<file path="config.mk">
export PLATFORM = sky130hd
export DESIGN_NAME = id_hazard_ctrl_flat
export DESIGN_NICKNAME = d
export VERILOG_FILES = /design/src/rtl/id_hazard_if.sv /design/src/rtl/id_hazard_ctrl.sv /design/src/flat_wrapper.sv
export SDC_FILE = /design/constraint.sdc
export NUM_CORES = 1
export LEC_CHECK = 0
export ABC_AREA = 1
export BUFFER_PORTS_ARGS = -buffer_cell sky130_fd_sc_hd__buf_2
export CORE_MARGIN = 3
export CORE_UTILIZATION = 55
export DETAILED_ROUTE_END_ITERATION = 10
export PLACE_DENSITY_LB_ADDON = 0.1
export SYNTH_ARGS = -nofsm -noshare
export SYNTH_HDL_FRONTEND = slang
export SYNTH_SLANG_ARGS = --single-unit
</file>
<file path="constraint.sdc">
create_clock -name clk_sys_i -period 6.8 [get_ports clk_sys_i]
set_input_delay 1.7 -clock clk_sys_i [delete_from_list [all_inputs] [get_ports clk_sys_i]]
set_output_delay 1.7 -clock clk_sys_i [all_outputs]
set_load 0.005 [all_outputs]
</file>
<file path="src/rtl/id_hazard_if.sv">
// Issue-side handshake bundle for id_hazard_ctrl: upstream fetch channel,
// downstream issue channel and writeback completion.
interface id_hazard_if #(
    parameter int XLEN = 32
);
    logic            id_valid_i;
    logic [XLEN-1:0] id_instr_i;
    logic            id_ready_o;
    logic            issue_valid_o;
    logic            issue_ready_i;
    logic [XLEN-1:0] issue_instr_o;
    logic [4:0]      issue_rd_o;
    logic            issue_rd_we_o;
    logic            wb_valid_i;
    logic [4:0]      wb_rd_i;

    modport master (
        output id_valid_i, id_instr_i, issue_ready_i, wb_valid_i, wb_rd_i,
        input  id_ready_o, issue_valid_o, issue_instr_o, issue_rd_o, issue_rd_we_o
    );

    modport slave (
        input  id_valid_i, id_instr_i, issue_ready_i, wb_valid_i, wb_rd_i,
        output id_ready_o, issue_valid_o, issue_instr_o, issue_rd_o, issue_rd_we_o
    );
endinterface

</file>
<file path="src/rtl/id_hazard_ctrl.sv">
// Scoreboard issue controller: decodes RV32I operand usage, stalls on RAW/WAW
// against a busy-register scoreboard, drains for FENCE/SYSTEM, one-entry issue register.
module id_hazard_ctrl #(
    parameter int XLEN = 32,
    parameter int NREG = 32
) (
    input  logic            clk_sys_i,
    input  logic            rst_sys_n_i,
    id_hazard_if.slave      bus,
    input  logic            flush_i,
    output logic            illegal_o,
    output logic [NREG-1:0] busy_o,
    output logic [1:0]      state_o,
    output logic [31:0]     stall_cnt_o
);

    localparam logic [1:0] ST_RUN   = 2'd0;
    localparam logic [1:0] ST_STALL = 2'd1;
    localparam logic [1:0] ST_DRAIN = 2'd2;

    localparam logic [6:0] OP_R      = 7'b0110011;
    localparam logic [6:0] OP_IMM    = 7'b0010011;
    localparam logic [6:0] OP_LOAD   = 7'b0000011;
    localparam logic [6:0] OP_JALR   = 7'b1100111;
    localparam logic [6:0] OP_STORE  = 7'b0100011;
    localparam logic [6:0] OP_BRANCH = 7'b1100011;
    localparam logic [6:0] OP_JAL    = 7'b1101111;
    localparam logic [6:0] OP_LUI    = 7'b0110111;
    localparam logic [6:0] OP_AUIPC  = 7'b0010111;
    localparam logic [6:0] OP_FENCE  = 7'b0001111;
    localparam logic [6:0] OP_SYSTEM = 7'b1110011;

    function automatic logic [NREG-1:0] reg_onehot(input logic [4:0] idx);
        reg_onehot = {{(NREG-1){1'b0}}, 1'b1} << idx;
    endfunction

    logic [6:0]      opcode_s;
    logic [4:0]      rs1_s, rs2_s, rd_s;
    logic            uses_rs1_s, uses_rs2_s, writes_raw_s, writes_rd_s;
    logic            drain_s, illegal_s;
    logic [NREG-1:0] wb_clear_s, flush_clear_s, set_s, eff_busy_s;
    logic            hazard_s, out_free_s, id_ready_s, accept_s;

    logic            issue_valid_q, issue_valid_d;
    logic [XLEN-1:0] issue_instr_q, issue_instr_d;
    logic [4:0]      issue_rd_q, issue_rd_d;
    logic            issue_rd_we_q, issue_rd_we_d;
    logic [NREG-1:0] busy_q, busy_d;
    logic            illegal_q, illegal_d;
    logic [1:0]      state_q, state_d;
    logic [31:0]     stall_cnt_q, stall_cnt_d;

    assign opcode_s = bus.id_instr_i[6:0];
    assign rs1_s    = bus.id_instr_i[19:15];
    assign rs2_s    = bus.id_instr_i[24:20];
    assign rd_s     = bus.id_instr_i[11:7];

    // Operand-usage decode of the presented instruction
    always_comb begin
        uses_rs1_s   = 1'b0;
        uses_rs2_s   = 1'b0;
        writes_raw_s = 1'b0;
        drain_s      = 1'b0;
        illegal_s    = 1'b0;
        case (opcode_s)
            OP_R: begin
                uses_rs1_s   = 1'b1;
                uses_rs2_s   = 1'b1;
                writes_raw_s = 1'b1;
            end
            OP_IMM, OP_LOAD, OP_JALR: begin
                uses_rs1_s   = 1'b1;
                writes_raw_s = 1'b1;
            end
            OP_STORE, OP_BRANCH: begin
                uses_rs1_s = 1'b1;
                uses_rs2_s = 1'b1;
            end
            OP_JAL, OP_LUI, OP_AUIPC: writes_raw_s = 1'b1;
            OP_FENCE, OP_SYSTEM:      drain_s      = 1'b1;
            default:                  illegal_s    = 1'b1;
        endcase
    end

    assign writes_rd_s = writes_raw_s & (rd_s != 5'd0);

    // A same-cycle writeback is bypassed so the waiting instruction issues without a bubble
    assign wb_clear_s    = (bus.wb_valid_i && (bus.wb_rd_i != 5'd0)) ? reg_onehot(bus.wb_rd_i) : {NREG{1'b0}};
    assign flush_clear_s = (flush_i && issue_valid_q && issue_rd_we_q) ? reg_onehot(issue_rd_q) : {NREG{1'b0}};
    assign eff_busy_s    = busy_q & ~wb_clear_s;

    assign hazard_s = (uses_rs1_s & eff_busy_s[rs1_s])
                    | (uses_rs2_s & eff_busy_s[rs2_s])
                    | (writes_rd_s & eff_busy_s[rd_s])
                    | (drain_s & ((eff_busy_s != {NREG{1'b0}}) | issue_valid_q));

    assign out_free_s = ~issue_valid_q | bus.issue_ready_i;
    assign id_ready_s = ~hazard_s & out_free_s & ~flush_i;
    assign accept_s   = bus.id_valid_i & id_ready_s;
    assign set_s      = (accept_s && writes_rd_s) ? reg_onehot(rd_s) : {NREG{1'b0}};

    // Next-state for issue register, scoreboard, status and stall counter
    always_comb begin
        issue_valid_d = issue_valid_q;
        issue_instr_d = issue_instr_q;
        issue_rd_d    = issue_rd_q;
        issue_rd_we_d = issue_rd_we_q;
        if (accept_s) begin
            issue_valid_d = 1'b1;
            issue_instr_d = bus.id_instr_i;
            issue_rd_d    = rd_s;
            issue_rd_we_d = writes_rd_s;
        end else if (flush_i || bus.issue_ready_i) begin
            issue_valid_d = 1'b0;
            issue_instr_d = {XLEN{1'b0}};
            issue_rd_d    = 5'd0;
            issue_rd_we_d = 1'b0;
        end else begin
            issue_valid_d = issue_valid_q;
        end

        busy_d    = (busy_q & ~wb_clear_s & ~flush_clear_s) | set_s;
        busy_d[0] = 1'b0;

        illegal_d = accept_s & illegal_s;

        if (!bus.id_valid_i) begin
            state_d = ST_RUN;
        end else if (!id_ready_s && drain_s) begin
            state_d = ST_DRAIN;
        end else if (!id_ready_s) begin
            state_d = ST_STALL;
        end else begin
            state_d = ST_RUN;
        end

        if (bus.id_valid_i && !id_ready_s && !flush_i && (stall_cnt_q != 32'hFFFF_FFFF)) begin
            stall_cnt_d = stall_cnt_q + 32'd1;
        end else begin
            stall_cnt_d = stall_cnt_q;
        end
    end

    // State registers with asynchronous reset
    always_ff @(posedge clk_sys_i or negedge rst_sys_n_i) begin
        if (!rst_sys_n_i) begin
            issue_valid_q <= 1'b0;
            issue_instr_q <= {XLEN{1'b0}};
            issue_rd_q    <= 5'd0;
            issue_rd_we_q <= 1'b0;
            busy_q        <= {NREG{1'b0}};
            illegal_q     <= 1'b0;
            state_q       <= ST_RUN;
            stall_cnt_q   <= 32'd0;
        end else begin
            issue_valid_q <= issue_valid_d;
            issue_instr_q <= issue_instr_d;
            issue_rd_q    <= issue_rd_d;
            issue_rd_we_q <= issue_rd_we_d;
            busy_q        <= busy_d;
            illegal_q     <= illegal_d;
            state_q       <= state_d;
            stall_cnt_q   <= stall_cnt_d;
        end
    end

    assign bus.id_ready_o    = id_ready_s;
    assign bus.issue_valid_o = issue_valid_q;
    assign bus.issue_instr_o = issue_instr_q;
    assign bus.issue_rd_o    = issue_rd_q;
    assign bus.issue_rd_we_o = issue_rd_we_q;
    assign illegal_o         = illegal_q;
    assign busy_o            = busy_q;
    assign state_o           = state_q;
    assign stall_cnt_o       = stall_cnt_q;

endmodule

</file>
<file path="src/flat_wrapper.sv">
// flat-port wrapper written by rule: the top's interface ports become plain ports
module id_hazard_ctrl_flat 
#(
    parameter int XLEN = 32,
    parameter int NREG = 32
)
  (clk_sys_i, rst_sys_n_i, flush_i, illegal_o, busy_o, state_o, stall_cnt_o, bus_id_valid_i, bus_id_instr_i, bus_issue_ready_i, bus_wb_valid_i, bus_wb_rd_i, bus_id_ready_o, bus_issue_valid_o, bus_issue_instr_o, bus_issue_rd_o, bus_issue_rd_we_o);
  id_hazard_if #(.XLEN(XLEN)) bus_i ();
  input  logic clk_sys_i;
  input  logic rst_sys_n_i;
  input  logic flush_i;
  output logic illegal_o;
  output logic [NREG-1:0] busy_o;
  output logic [1:0] state_o;
  output logic [31:0] stall_cnt_o;
  input wire logic [$bits(bus_i.id_valid_i)-1:0] bus_id_valid_i;
  input wire logic [$bits(bus_i.id_instr_i)-1:0] bus_id_instr_i;
  input wire logic [$bits(bus_i.issue_ready_i)-1:0] bus_issue_ready_i;
  input wire logic [$bits(bus_i.wb_valid_i)-1:0] bus_wb_valid_i;
  input wire logic [$bits(bus_i.wb_rd_i)-1:0] bus_wb_rd_i;
  output wire logic [$bits(bus_i.id_ready_o)-1:0] bus_id_ready_o;
  output wire logic [$bits(bus_i.issue_valid_o)-1:0] bus_issue_valid_o;
  output wire logic [$bits(bus_i.issue_instr_o)-1:0] bus_issue_instr_o;
  output wire logic [$bits(bus_i.issue_rd_o)-1:0] bus_issue_rd_o;
  output wire logic [$bits(bus_i.issue_rd_we_o)-1:0] bus_issue_rd_we_o;
  assign bus_i.id_valid_i = bus_id_valid_i;
  assign bus_i.id_instr_i = bus_id_instr_i;
  assign bus_i.issue_ready_i = bus_issue_ready_i;
  assign bus_i.wb_valid_i = bus_wb_valid_i;
  assign bus_i.wb_rd_i = bus_wb_rd_i;
  assign bus_id_ready_o = bus_i.id_ready_o;
  assign bus_issue_valid_o = bus_i.issue_valid_o;
  assign bus_issue_instr_o = bus_i.issue_instr_o;
  assign bus_issue_rd_o = bus_i.issue_rd_o;
  assign bus_issue_rd_we_o = bus_i.issue_rd_we_o;
  id_hazard_ctrl #(.XLEN(XLEN), .NREG(NREG)) u_core (.clk_sys_i(clk_sys_i), .rst_sys_n_i(rst_sys_n_i), .bus(bus_i), .flush_i(flush_i), .illegal_o(illegal_o), .busy_o(busy_o), .state_o(state_o), .stall_cnt_o(stall_cnt_o));
endmodule
</file>
==> out/results.txt <==
CTS tree = yes
yosys warns = 0
RD Place Congestion = 1.039
worst hold slack = 0.4936 ns
Int Power = 0.9887 mW
clock skew = 0.01302 ns
Crit Path Max Fanout = 10
worst setup margin = 1.220 ns
gr usage total = 0.3503
EDFF count, synth = 0
Post-CTS Hold Buffers = 0
most frequent cells in the layout = 359 x nand2_1, 147 x buf_2, 146 x nand3_1
Cell Pwr Density = 179.8 nW/um2
main area contributors after synthesis = dfrtp_1 36%, nand2_1 20%, nand3_1 11%, nor2_1 5.5%, inv_1 5.4%
# clock sinks = 100
CP peak stage delay = 0.55 ns
TNS Setup = 0 ns
I/O pin cnt = 150
CP endpoint kind = output pin
# resized after CTS = 0
nets = 1,228
Sw Ratio = 0.3123
CP top delay family = simple AND/OR/NAND/NOR gates
Num CTS Buffers = 9
initial DRC count = 1,158
ANT cells = 0
Fin. Hold Viols = 0
Initial Utilization = 0.5679
CTS clk-pin slew, worst paths = 0.07 ns
vias per cell = 5.802
number of global-route vias before repair = 7,250
Area growth syn-to-layout = 16.26%
first-pass GRT wire length = 38,740 um
clk buf depth = 2
count of input and output buffers = 148
post-synth cell types = 35
Synth top area share = 0.3638
vias = 7,867
# rows = 40
Comb pwr share = 0.168
Data required, critical path = 5.10 ns
WP buf/inv = 6
RSZ-0062 raised after global routing = no
Synthesized Nets = 1,107
chip width = 117.8 um
Seq cells post-synth = 100
Seq pwr share = 0.452
slowest CP cell = o21ai_0
Antenna Nets Post-Route = 0
fmax = 0.1792 GHz
Post-Syn Area = 6878 um2
register area share after synthesis = 0.3638
most frequent CP cell = nand2_1
worst-skew pair later-pin latency = 0.36 ns
Worst EP arrival = 3.88 ns
Clk pwr share = 0.380
crit-path cells = buf_2, inv_2, nand3_2, o21ai_0, inv_1, nand2_1, nand3_1, nand3_1, nand2_1, inv_1, nand2_1, nand2_1, nand2_1, nand3_1, inv_1, nor2_4, buf_2
Tightest Hold Check Type = flop to flop
Synth async-reset ratio = 1.000
HPWL after DPL = 18,120 um
Routed WL per cell = 17.77 um
Worst Setup Start Kind = input port
Slew Limit Fails = 0
die area = 13,880 um2
layout cell share with drive strength beyond 1 = 0.1566
grt total ovfl = 0
clock root buffer = clkbuf_16
initial antenna violation count = 0
Slew @ Worst Pin = 1.225 ns
First-pass DRT Iterations = 5
Psw = 0.4491 mW
run status = completed
# Max-Cap Violations = 0
Synth Instances = 1,063
post-CTS setup buffers = 0
worst vdd ir = 0.1661 mV
Final setup viols = 0
largest net degree at the start of global routing = 64
Yosys top cell by area = dfrtp_1
pre-CTS setup slack = 1.316 ns
Synth Flop Type = dfrtp_1
minimum clock period = 5.580 ns
Worst Path Class, Setup = input port to output pin
most common cell after layout, fill and taps aside = nand2_1
Die H = 117.8 um
cell leakage power = 4.517 nW
core area = 12,110 um2
Slew HR = 0.1826
syn_area_per_cell = 6.470 um2
routed wire length = 24,100 um
DRC = 0
H-tree depth = 3
fin crit share = 0.8205
==> worst register-to-register path, delay by kind of cell (launching register included) <==
| family | cells | cell delay, ns |
|---|---|---|
| compound gates | 2 | 0.49 |
| buf+inv | 1 | 0.12 |
| flops | 1 | 0.39 |
| simple gates | 10 | 1.93 |
==> cells by family (layout without fill, tap and decap cells) <==
family | count (synthesis) | count (layout) | share of synthesized area
AOI/OAI and AO/OA | 82 | 82 | 0.06768
xor gates and xnor gates | 27 | 27 | 0.03438
adders and majority gates | 1 | 1 | 0.001819
buffers and inverters | 152 | 277 | 0.08932
DFF | 100 | 100 | 0.3638
other | 1 | 1 | 0.0005452
and+or+nand+nor | 700 | 700 | 0.4424
==> worst paths after layout <==
check / endpoint / cells after the start / slack [ns] / startpoint
setup reg to reg: u_core.busy_o[8] / 13 / 3.72 / u_core.busy_o[18]
hold reg to reg: u_core.bus.issue_instr_o[12] / 2 / 0.49 / u_core.bus.issue_instr_o[12]
setup / recovery: bus_id_ready_o / 17 / 1.22 / bus_wb_rd_i[3]
min in group asynchronous: u_core.busy_o[5] / 1 / 1.30 / rst_sys_n_i
hold / removal: u_core.bus.issue_instr_o[12] / 2 / 0.49 / u_core.bus.issue_instr_o[12]
max in group asynchronous: u_core.stall_cnt_o[5] / 2 / 4.32 / rst_sys_n_i
==> power groups by stage <==
stage                     combinational (mW)  clock (mW)  sequential (mW)
final                                  0.241       0.546            0.650
after global routing                   0.269       0.573            0.654
after CTS                              0.238       0.551            0.649
after detailed placement               0.236           0            0.660
after global placement                 0.235           0            0.661
after floorplan                        0.136           0            0.656
==> stage by stage <==
stage / util / total power [mW] / cells / cell area, um2
after floorplan: - / 0.7917 / 1063 / 6878
after global placement: 0.6347 / 0.8959 / 1341 / 7687
after detailed placement: 0.6347 / 0.8966 / 1341 / 7687
after CTS: 0.6602 / 1.437 / 1356 / 7996
after global routing: 0.6602 / 1.496 / 1356 / 7996
final: 0.6602 / 1.438 / 1356 / 7996
==> cell usage after synthesis (9+ instances only) <==
master and instances:
buf_4 9, clkbuf_1 28, dfrtp_1 100, inv_1 99
nand2_1 359, nand3_1 146, nand4_1 49, nor2_1 101
nor3_1 28, nor4_1 9, o21ai_0 45, o21ai_1 10
xnor2_1 9, xor2_1 18
==> cell type report <==
type                            count  area (um2)
Fill cell                        1167        4115
Multi-Input combinational cell    811        3766
Sequential cell                   100        2502
Timing Repair Buffer              158       818.3
Inverter                          104       390.4
Clock buffer                        9       225.2
Tap cell                          168       210.2
Clock inverter                      6       83.83
==> state kept, by name (all words and copies together) (netlist names) <==
signal                    flops
u_core.bus.issue_instr_o     28
u_core.bus.issue_rd_o         4
u_core.bus.issue_rd_we_o      1
u_core.bus.issue_valid_o      1
u_core.busy_o                31
u_core.illegal_o              1
u_core.stall_cnt_o           32
u_core.state_o                2
==> layer usage <==
layer,up-vias,GRT usage,part of all wire
met5,-,0,0
met4,0,0.1209,0.023
met3,52,0.09755,0.13
met2,510,0.4908,0.42
met1,3592,0.5191,0.43
li1,3713,-,-
(Power assumes the default switching activity.)
